### config.mk
export PLATFORM = sky130hd
export DESIGN_NAME = ppl_memaccess
export DESIGN_NICKNAME = d
export VERILOG_FILES = /design/src/rtl/ppl_pkg.sv /design/src/rtl/ppl_load_align.sv /design/src/rtl/ppl_memaccess.sv
export SDC_FILE = /design/constraint.sdc
export NUM_CORES = 1
export LEC_CHECK = 0
export ABC_AREA = 1
export CAP_MARGIN = 10
export CORE_MARGIN = 4
export CORE_UTILIZATION = 42
export DETAILED_ROUTE_END_ITERATION = 10
export PLACE_DENSITY_LB_ADDON = 0.25
export SYNTH_ARGS = -nofsm -noshare
export SYNTH_HDL_FRONTEND = slang
export SYNTH_SLANG_ARGS = --single-unit
### constraint.sdc
create_clock -name clock -period 2.4 [get_ports clock]
set_input_delay 0.72 -clock clock [delete_from_list [all_inputs] [get_ports clock]]
set_output_delay 0.72 -clock clock [all_outputs]
set_load 0.005 [all_outputs]
### src/rtl/ppl_pkg.sv
`default_nettype none
// ============================================================================
// Module      : ppl_pkg
// Description : Shared access-size encodings and byte-enable constants for the
//               memory-access stage.
// Revision    : 1.0 - initial release
// ============================================================================
package ppl_pkg;

    localparam logic [1:0] SZ_WORD = 2'b00;
    localparam logic [1:0] SZ_HALF = 2'b01;
    localparam logic [1:0] SZ_BYTE = 2'b10;

    localparam logic [3:0] BE_WORD    = 4'b1111;
    localparam logic [3:0] BE_HALF_LO = 4'b0011;
    localparam logic [3:0] BE_HALF_HI = 4'b1100;
    localparam logic [3:0] BE_BYTE0   = 4'b0001;

    // Reserved size 2'b11 is handled as a word everywhere.
    function automatic logic f_misaligned(input logic [1:0] size, input logic [1:0] lo);
        case (size)
            SZ_HALF: f_misaligned = lo[0];
            SZ_BYTE: f_misaligned = 1'b0;
            default: f_misaligned = (lo != 2'b00);
        endcase
    endfunction

endpackage : ppl_pkg
`default_nettype wire

### src/rtl/ppl_load_align.sv
`default_nettype none
// ============================================================================
// Module      : ppl_load_align
// Description : Load lane select with sign/zero extension (little-endian).
// Revision    : 1.0 - initial release
// ============================================================================
import ppl_pkg::*;

module ppl_load_align (
    input  logic [31:0] i_rdata,
    input  logic [1:0]  i_addr_lo,
    input  logic [1:0]  i_size,
    input  logic        i_signed,
    output logic [31:0] o_data
);

    logic [7:0]  w_byte;
    logic [15:0] w_half;

    always_comb begin
        w_byte = i_rdata[7:0];
        case (i_addr_lo)
            2'd1:    w_byte = i_rdata[15:8];
            2'd2:    w_byte = i_rdata[23:16];
            2'd3:    w_byte = i_rdata[31:24];
            default: w_byte = i_rdata[7:0];
        endcase
        w_half = i_addr_lo[1] ? i_rdata[31:16] : i_rdata[15:0];

        o_data = i_rdata;
        case (i_size)
            SZ_HALF: o_data = i_signed ? {{16{w_half[15]}}, w_half} : {16'h0000, w_half};
            SZ_BYTE: o_data = i_signed ? {{24{w_byte[7]}}, w_byte} : {24'h000000, w_byte};
            default: o_data = i_rdata;
        endcase
    end

endmodule : ppl_load_align
`default_nettype wire

### src/rtl/ppl_memaccess.sv
`default_nettype none
// ============================================================================
// Module      : ppl_memaccess
// Description : EX/MEM register, data-memory req/ack access and MEM/WB result.
//               MEM_ALIGN_EXC_EN adds memAlignExc and squashes misaligned ops.
// Revision    : 1.0 - initial release
// ============================================================================
import ppl_pkg::*;

module ppl_memaccess #(
    parameter int ADDR_W = 32
) (
    input  logic              clock,
    input  logic              resetn,
    input  logic              exWreg,
    input  logic              exM2reg,
    input  logic              exWmem,
    input  logic [1:0]        exSize,
    input  logic              exSigned,
    input  logic [31:0]       exAlu,
    input  logic [31:0]       exDataB,
    input  logic [4:0]        exReg,
    output logic              dmemReq,
    output logic              dmemWe,
    output logic [ADDR_W-1:0] dmemAddr,
    output logic [3:0]        dmemBe,
    output logic [31:0]       dmemWdata,
    input  logic              dmemAck,
    input  logic [31:0]       dmemRdata,
    output logic              memStall,
    output logic              mWreg,
    output logic              mM2reg,
    output logic [4:0]        mReg,
    output logic [31:0]       mAlu,
    output logic              wbWreg,
    output logic [4:0]        wbReg,
    output logic [31:0]       wbData
`ifdef MEM_ALIGN_EXC_EN
    ,
    output logic              memAlignExc
`endif
);

    logic        r_wreg, r_m2reg, r_wmem, r_signed;
    logic [1:0]  r_size;
    logic [31:0] r_alu, r_datab;
    logic [4:0]  r_reg;
    logic        r_wb_wreg;
    logic [4:0]  r_wb_reg;
    logic [31:0] r_wb_data;

    logic        w_memop, w_misalign, w_req;
    logic [3:0]  w_be;
    logic [31:0] w_wdata, w_load;

    assign w_memop = r_m2reg | r_wmem;
`ifdef MEM_ALIGN_EXC_EN
    assign w_misalign = w_memop & f_misaligned(r_size, r_alu[1:0]);
`else
    assign w_misalign = 1'b0;
`endif

    assign w_req     = w_memop & ~w_misalign;
    assign dmemReq   = w_req;
    assign memStall  = w_req & ~dmemAck;
    assign dmemWe    = w_req & r_wmem;
    assign dmemAddr  = {r_alu[ADDR_W-1:2], 2'b00};
    assign dmemBe    = w_req ? w_be : 4'b0000;
    assign dmemWdata = w_wdata;

    always_comb begin
        w_be    = BE_WORD;
        w_wdata = r_datab;
        case (r_size)
            SZ_BYTE: begin
                w_be    = BE_BYTE0 << r_alu[1:0];
                w_wdata = {4{r_datab[7:0]}};
            end
            SZ_HALF: begin
                w_be    = r_alu[1] ? BE_HALF_HI : BE_HALF_LO;
                w_wdata = {2{r_datab[15:0]}};
            end
            default: begin
                w_be    = BE_WORD;
                w_wdata = r_datab;
            end
        endcase
        if (r_m2reg) begin
            w_be = BE_WORD;
        end
    end

    ppl_load_align u_load_align (
        .i_rdata   (dmemRdata),
        .i_addr_lo (r_alu[1:0]),
        .i_size    (r_size),
        .i_signed  (r_signed),
        .o_data    (w_load)
    );

    // EX/MEM freezes while an access is outstanding.
    always_ff @(posedge clock) begin
        if (!resetn) begin
            r_wreg   <= 1'b0;
            r_m2reg  <= 1'b0;
            r_wmem   <= 1'b0;
            r_signed <= 1'b0;
            r_size   <= 2'b00;
            r_alu    <= 32'h0;
            r_datab  <= 32'h0;
            r_reg    <= 5'd0;
        end else if (!memStall) begin
            r_wreg   <= exWreg;
            r_m2reg  <= exM2reg;
            r_wmem   <= exWmem;
            r_signed <= exSigned;
            r_size   <= exSize;
            r_alu    <= exAlu;
            r_datab  <= exDataB;
            r_reg    <= exReg;
        end
    end

    // MEM/WB takes a bubble during a stall; reg/data keep their last value.
    always_ff @(posedge clock) begin
        if (!resetn) begin
            r_wb_wreg <= 1'b0;
            r_wb_reg  <= 5'd0;
            r_wb_data <= 32'h0;
        end else if (memStall) begin
            r_wb_wreg <= 1'b0;
        end else begin
            r_wb_wreg <= r_wreg & ~w_misalign;
            r_wb_reg  <= r_reg;
            r_wb_data <= r_m2reg ? w_load : r_alu;
        end
    end

`ifdef MEM_ALIGN_EXC_EN
    logic r_align_exc;

    always_ff @(posedge clock) begin
        if (!resetn) begin
            r_align_exc <= 1'b0;
        end else begin
            r_align_exc <= w_misalign;
        end
    end

    assign memAlignExc = r_align_exc;
`endif

    assign mWreg  = r_wreg;
    assign mM2reg = r_m2reg;
    assign mReg   = r_reg;
    assign mAlu   = r_alu;
    assign wbWreg = r_wb_wreg;
    assign wbReg  = r_wb_reg;
    assign wbData = r_wb_data;

endmodule : ppl_memaccess
`default_nettype wire

# Word level (Yosys, flattened, before mapping)
# Cells that the tools add are included.
dict set report totals {
  register_bits 113
  output_inout_bits 148
}
dict set report classes {
  n_eq_ne 5
  shift 1
  n_mux 11
  bitwise 5
  n_reduce_logical 1
}
# operator n
set ops {}
lappend ops {{$pmux W32 S2} 2}
lappend ops {{$mux W32} 3}
lappend ops {{$pmux W8 S3} 1}
lappend ops {{$mux W16} 1}
lappend ops {{$mux W4} 3}
lappend ops {{$pmux W4 S2} 1}
lappend ops {{$eq A2 B2 Y1 const B} 3}
lappend ops {{$eq A2 B1 Y1 const B} 2}
lappend ops {{$shl A1 B2 Y4 const A} 1}
lappend ops {{$and A1 B1 Y1} 2}
lappend ops {{$not A1 Y1} 2}
lappend ops {{$reduce_or A2 Y1} 1}
lappend ops {{$or A1 B1 Y1} 1}

# Logic depth before layout (Yosys ltp)
dict set report logic_depth {
  word_depth 5
  depth_mapped 12
  ltp_nobuf 10
}

# Hierarchy
# From an unflattened synthesis, not the netlist that was laid out.
dict set report unflattened {
  cells_unflattened 1128
  hier_area_um2 6658.9
}
# mod instances cells_each area_each_um2 seq_area_each_um2
set modules_own_cells {}
lappend modules_own_cells {ppl_memaccess 1 964 5903.2 2262.2}
lappend modules_own_cells {ppl_load_align 1 164 755.7 0.0}

# Worst setup path after synthesis
# No wires, ideal clock.
dict set report synth_path {
  path_kind {register -> output}
  startpoint {register r_size[0]}
  endpoint {output port dmemWdata[20]}
  arrival_time_ps 1406
  setup_slack_ps 274
  stages_incl_launch_ff 8
  path_cell_list {dfxtp_1 -> inv_1 -> ha_1 -> buf_2 -> buf_2 -> buf_1 -> nand2_1 -> o21ai_0}
}
dict set report synth_via {
  elab_chain_len 2
  word_cells_on_any_way 3
  cone_classes {eq/ne: 2; mux: 1}
}
# element line
set synth_lines {}
lappend synth_lines {{start: declaration} ppl_memaccess.sv:45} ;# logic [1:0] r_size;
lappend synth_lines {{start signal: assignment} ppl_memaccess.sv:117} ;# r_size <= exSize;
lappend synth_lines {{$eq A2 B1 Y1 or $eq A2 B2 Y1 (tied branches)} ppl_memaccess.sv:74} ;# case (r_size)
lappend synth_lines {{$pmux W32 S2 *} ppl_memaccess.sv:74}
lappend synth_lines {{end: declaration} ppl_memaccess.sv:27} ;# output logic [31:0] dmemWdata,
# Mark *: on every way between the ends. The rest lies on a longest branch, timed or not.

# Final worst setup path
dict set report layout_path {
  startpoint {register r_size[0]}
  endpoint {output port dmemWdata[24]}
}
# Same word-level chain as after synthesis.

==> results_dict.tcl <==
set metrics [dict create \
    crit_family "buffers and inverters" \
    crit_chain "inv_2 -> ha_4 -> clkinv_8 -> buf_8 -> nand2_4 -> nor2_4 -> a31oi_4 -> buf_6 -> nand2_4 -> buf_6" \
    drive_gt1_frac 0.175 \
    avgSynthCellArea_sq_um 6.82 \
    numCtsBuffers 17 \
    clk_pin_slew_ns 0.05 \
    dpl.hpwl_um 14500 \
    crit_buf_inv 5 \
    initial_utilization 0.437 \
    period_needed_ns 2.64 \
    layout.cells.most_common_list "nand2_1, clkdlybuf4s50_1, a21oi_1, dfxtp_1, o21ai_0" \
    grt-ovfl-total 0 \
    status "finished with violations" \
    wl_per_cell_um 16.9 \
    cts_buffer_depth 2 \
    synth_cell_types 29 \
    start_kind "register" \
    drcViolationCount 0 \
    fin_util 0.710 \
    peakVddDrop_v 0.000452 \
    fin_crit_sh 1.10 \
    slowest_stage "dfxtp_2" \
    critPathMaxFanout 6 \
    max_clock_freq_mhz 379 \
    worst_slack_ns -0.238 \
    max_slew_margin 0.661 \
    slew_violations 0 \
    netlist_instances 823 \
    clock_latency_ns 0.41 \
    cts_tree "yes" \
    final_common_cell "nand2_1" \
    htreeDepth 4 \
    clock_skew_ns 0.00432 \
    crit_path_end_kind "output pin" \
    synth-seq-area-share 0.403 \
    violations "setup timing" \
    drt_pass1_iterations 5 \
    routed_via_density 5.05 \
    antenna_cells 0 \
    grt_pass1_vias 5852 \
    reg2reg_to "wbData[5]$_SDFFE_PN0N_" \
    hold_path_end "r_datab[18]$_SDFFE_PN0N_" \
    arrival_ns 1.92 \
    drtIter0Drc 455 \
    worstHoldPathType "reg2reg" \
    final_nets 1164 \
    rows 41 \
    core_area_sq_um 12800 \
    rsz0062_at_grt "true" \
    port_buffers 255 \
    cp_slowest_stage_delay_ns 0.33 \
    place_congestion 0.940 \
    hold_depth 2 \
    setup_violations 24 \
    critPathKind "reg2out" \
    clock_sinks 113 \
    drtAntennaViolNets 0 \
    p_leak_nw 3.92 \
    hp-start "r_datab[18]$_SDFFE_PN0N_" \
    synth-seq-cells 113 \
    grt_use_total 0.255 \
    hold_buffers 0 \
    antenna_found_initial 1 \
    routed_wirelength_um 20900 \
    root_buffer "clkbuf_16" \
    grt_first_pass_wirelength_um 30100 \
    powerDensity_nw_per_um2 688 \
    rrSetupSlack_ns 0.37 \
    critical_path_required_ns 1.68 \
    r2r_cells 12 \
    grt_max_degree 44 \
    die_area_sq_um 15300 \
    power_mw 6.26 \
    tightest_slew_ns 0.506 \
    die_w_um 124 \
    die_h_um 124 \
    hold_viol_final 0 \
    synth_area_sq_um 5610 \
    rr_startpoint "r_size[0]$_SDFFE_PN0N_" \
    drv_cap 0 \
    dpl_cell_area_sq_um 8070 \
    stdcell_area_sq_um 9100 \
    dr_total_vias 6240 \
    ios 258 \
    syn_to_final_growth_pct 62.2 \
    synth_warnings 0 \
]
[per-stage QoR]
stage	setup TNS (ns)	setup WS (ns)	cells	hold slack (ns)
after global placement	-13.27	-0.294	1184	0.455
after floorplan	0	0.274	824	0.445
after detailed placement	-15.51	-0.288	1184	0.457
after global routing	-4.86	-0.291	1236	0.489
after CTS	-2.37	-0.232	1226	0.466
final	-3.13	-0.238	1236	0.470
[what timing repair did]
action / 4_1_cts / 5_1_grt
pin swaps: 9 / 17
gates resized for setup: 113 / 93
setup buffers: 12 / 9
endpoints found under the hold margin: 0 / 0
cloned: 0 / 1
endpoints found under the setup margin: 30 / 25
[Yosys cell counts]
cell type,instances,area share
nand3_1,7,0.0062
a211oi_1,13,0.017
nand2_1,286,0.19
buf_4,42,0.056
a31oi_1,9,0.010
nand3_2,1,0.0018
inv_2,4,0.0027
clkbuf_1,25,0.017
buf_2,22,0.020
nor3_1,3,0.0027
conb_1,1,0.00067
ha_1,2,0.0045
nand2_2,4,0.0045
nor2_1,28,0.019
buf_6,1,0.0020
o22ai_1,7,0.0078
a21oi_1,136,0.12
a21oi_2,1,0.0016
nand2_4,1,0.0020
o21bai_1,1,0.0013
nor2_4,2,0.0040
or2_2,21,0.023
buf_1,1,0.00067
dfxtp_1,113,0.40
clkbuf_8,2,0.0049
clkinv_1,1,0.00067
bufbuf_8,1,0.0033
o21ai_0,53,0.047
inv_1,35,0.023
[registers in the layout (all words and copies together), names as in the netlist]
register	count
mAlu	32
r_datab	32
wbData	32
mReg	5
wbReg	5
r_size	2
mM2reg	1
mWreg	1
r_signed	1
r_wmem	1
wbWreg	1
[cells by family (layout without fill, tap and decap cells)]
family,count (synthesis),count (layout),share of synthesized area
compound gates,220,220,0.207
fa+ha+maj,2,2,0.00446
buf+inv,134,374,0.130
flops,113,113,0.403
other cells,1,2,0.000668
simple gates,353,353,0.255
[routing by layer]
layer  wire length [um]  track usage
met5                  7            0
met4                521       0.0886
met3               1920       0.0822
met2              10100        0.423
met1               8380        0.311
[power breakdown]
group / leakage, nW / internal (mW) / total (mW) / switching [mW]
Sequential: 0.939 / 2.04 / 2.16 / 0.128
Combinational: 2.68 / 0.828 / 1.55 / 0.720
Clock: 0.299 / 1.71 / 2.55 / 0.840
[worst register-to-register path, stage by stage, from the launching register on]
cell and delay [ns]:
dfxtp_2 0.33, inv_2 0.05, ha_4 0.27, buf_4 0.14, buf_6 0.12, buf_12 0.14, nor2_4 0.11, buf_4 0.11
nand2_1 0.18, a21oi_1 0.19, nand2_1 0.07, o21ai_0 0.10, a21oi_1 0.10
[worst max path at each step]
stage | startpoint | end | slack [ns] | cells after the start
after global routing | r_size[0]$_SDFFE_PN0N_ | dmemWdata[24] | -0.29 | 10
after CTS | r_size[0]$_SDFFE_PN0N_ | dmemWdata[30] | -0.23 | 9
after floorplan | r_size[0]$_SDFFE_PN0N_ | dmemWdata[20] | 0.27 | 7
after global placement | dmemAck | memStall | -0.29 | 3
after detailed placement | dmemAck | memStall | -0.29 | 3
final | r_size[0]$_SDFFE_PN0N_ | dmemWdata[24] | -0.24 | 10
[cell type report]
type / instances / area, sq um
Clock buffer: 27 / 533
Clock inverter: 4 / 70.1
Fill cell: 1044 / 3720
Inverter: 40 / 168
Multi-Input combinational cell: 577 / 2900
Sequential cell: 113 / 2270
Tap cell: 172 / 215
Timing Repair Buffer: 303 / 2950
No activity file was read; power rests on OpenSTA's default activity.
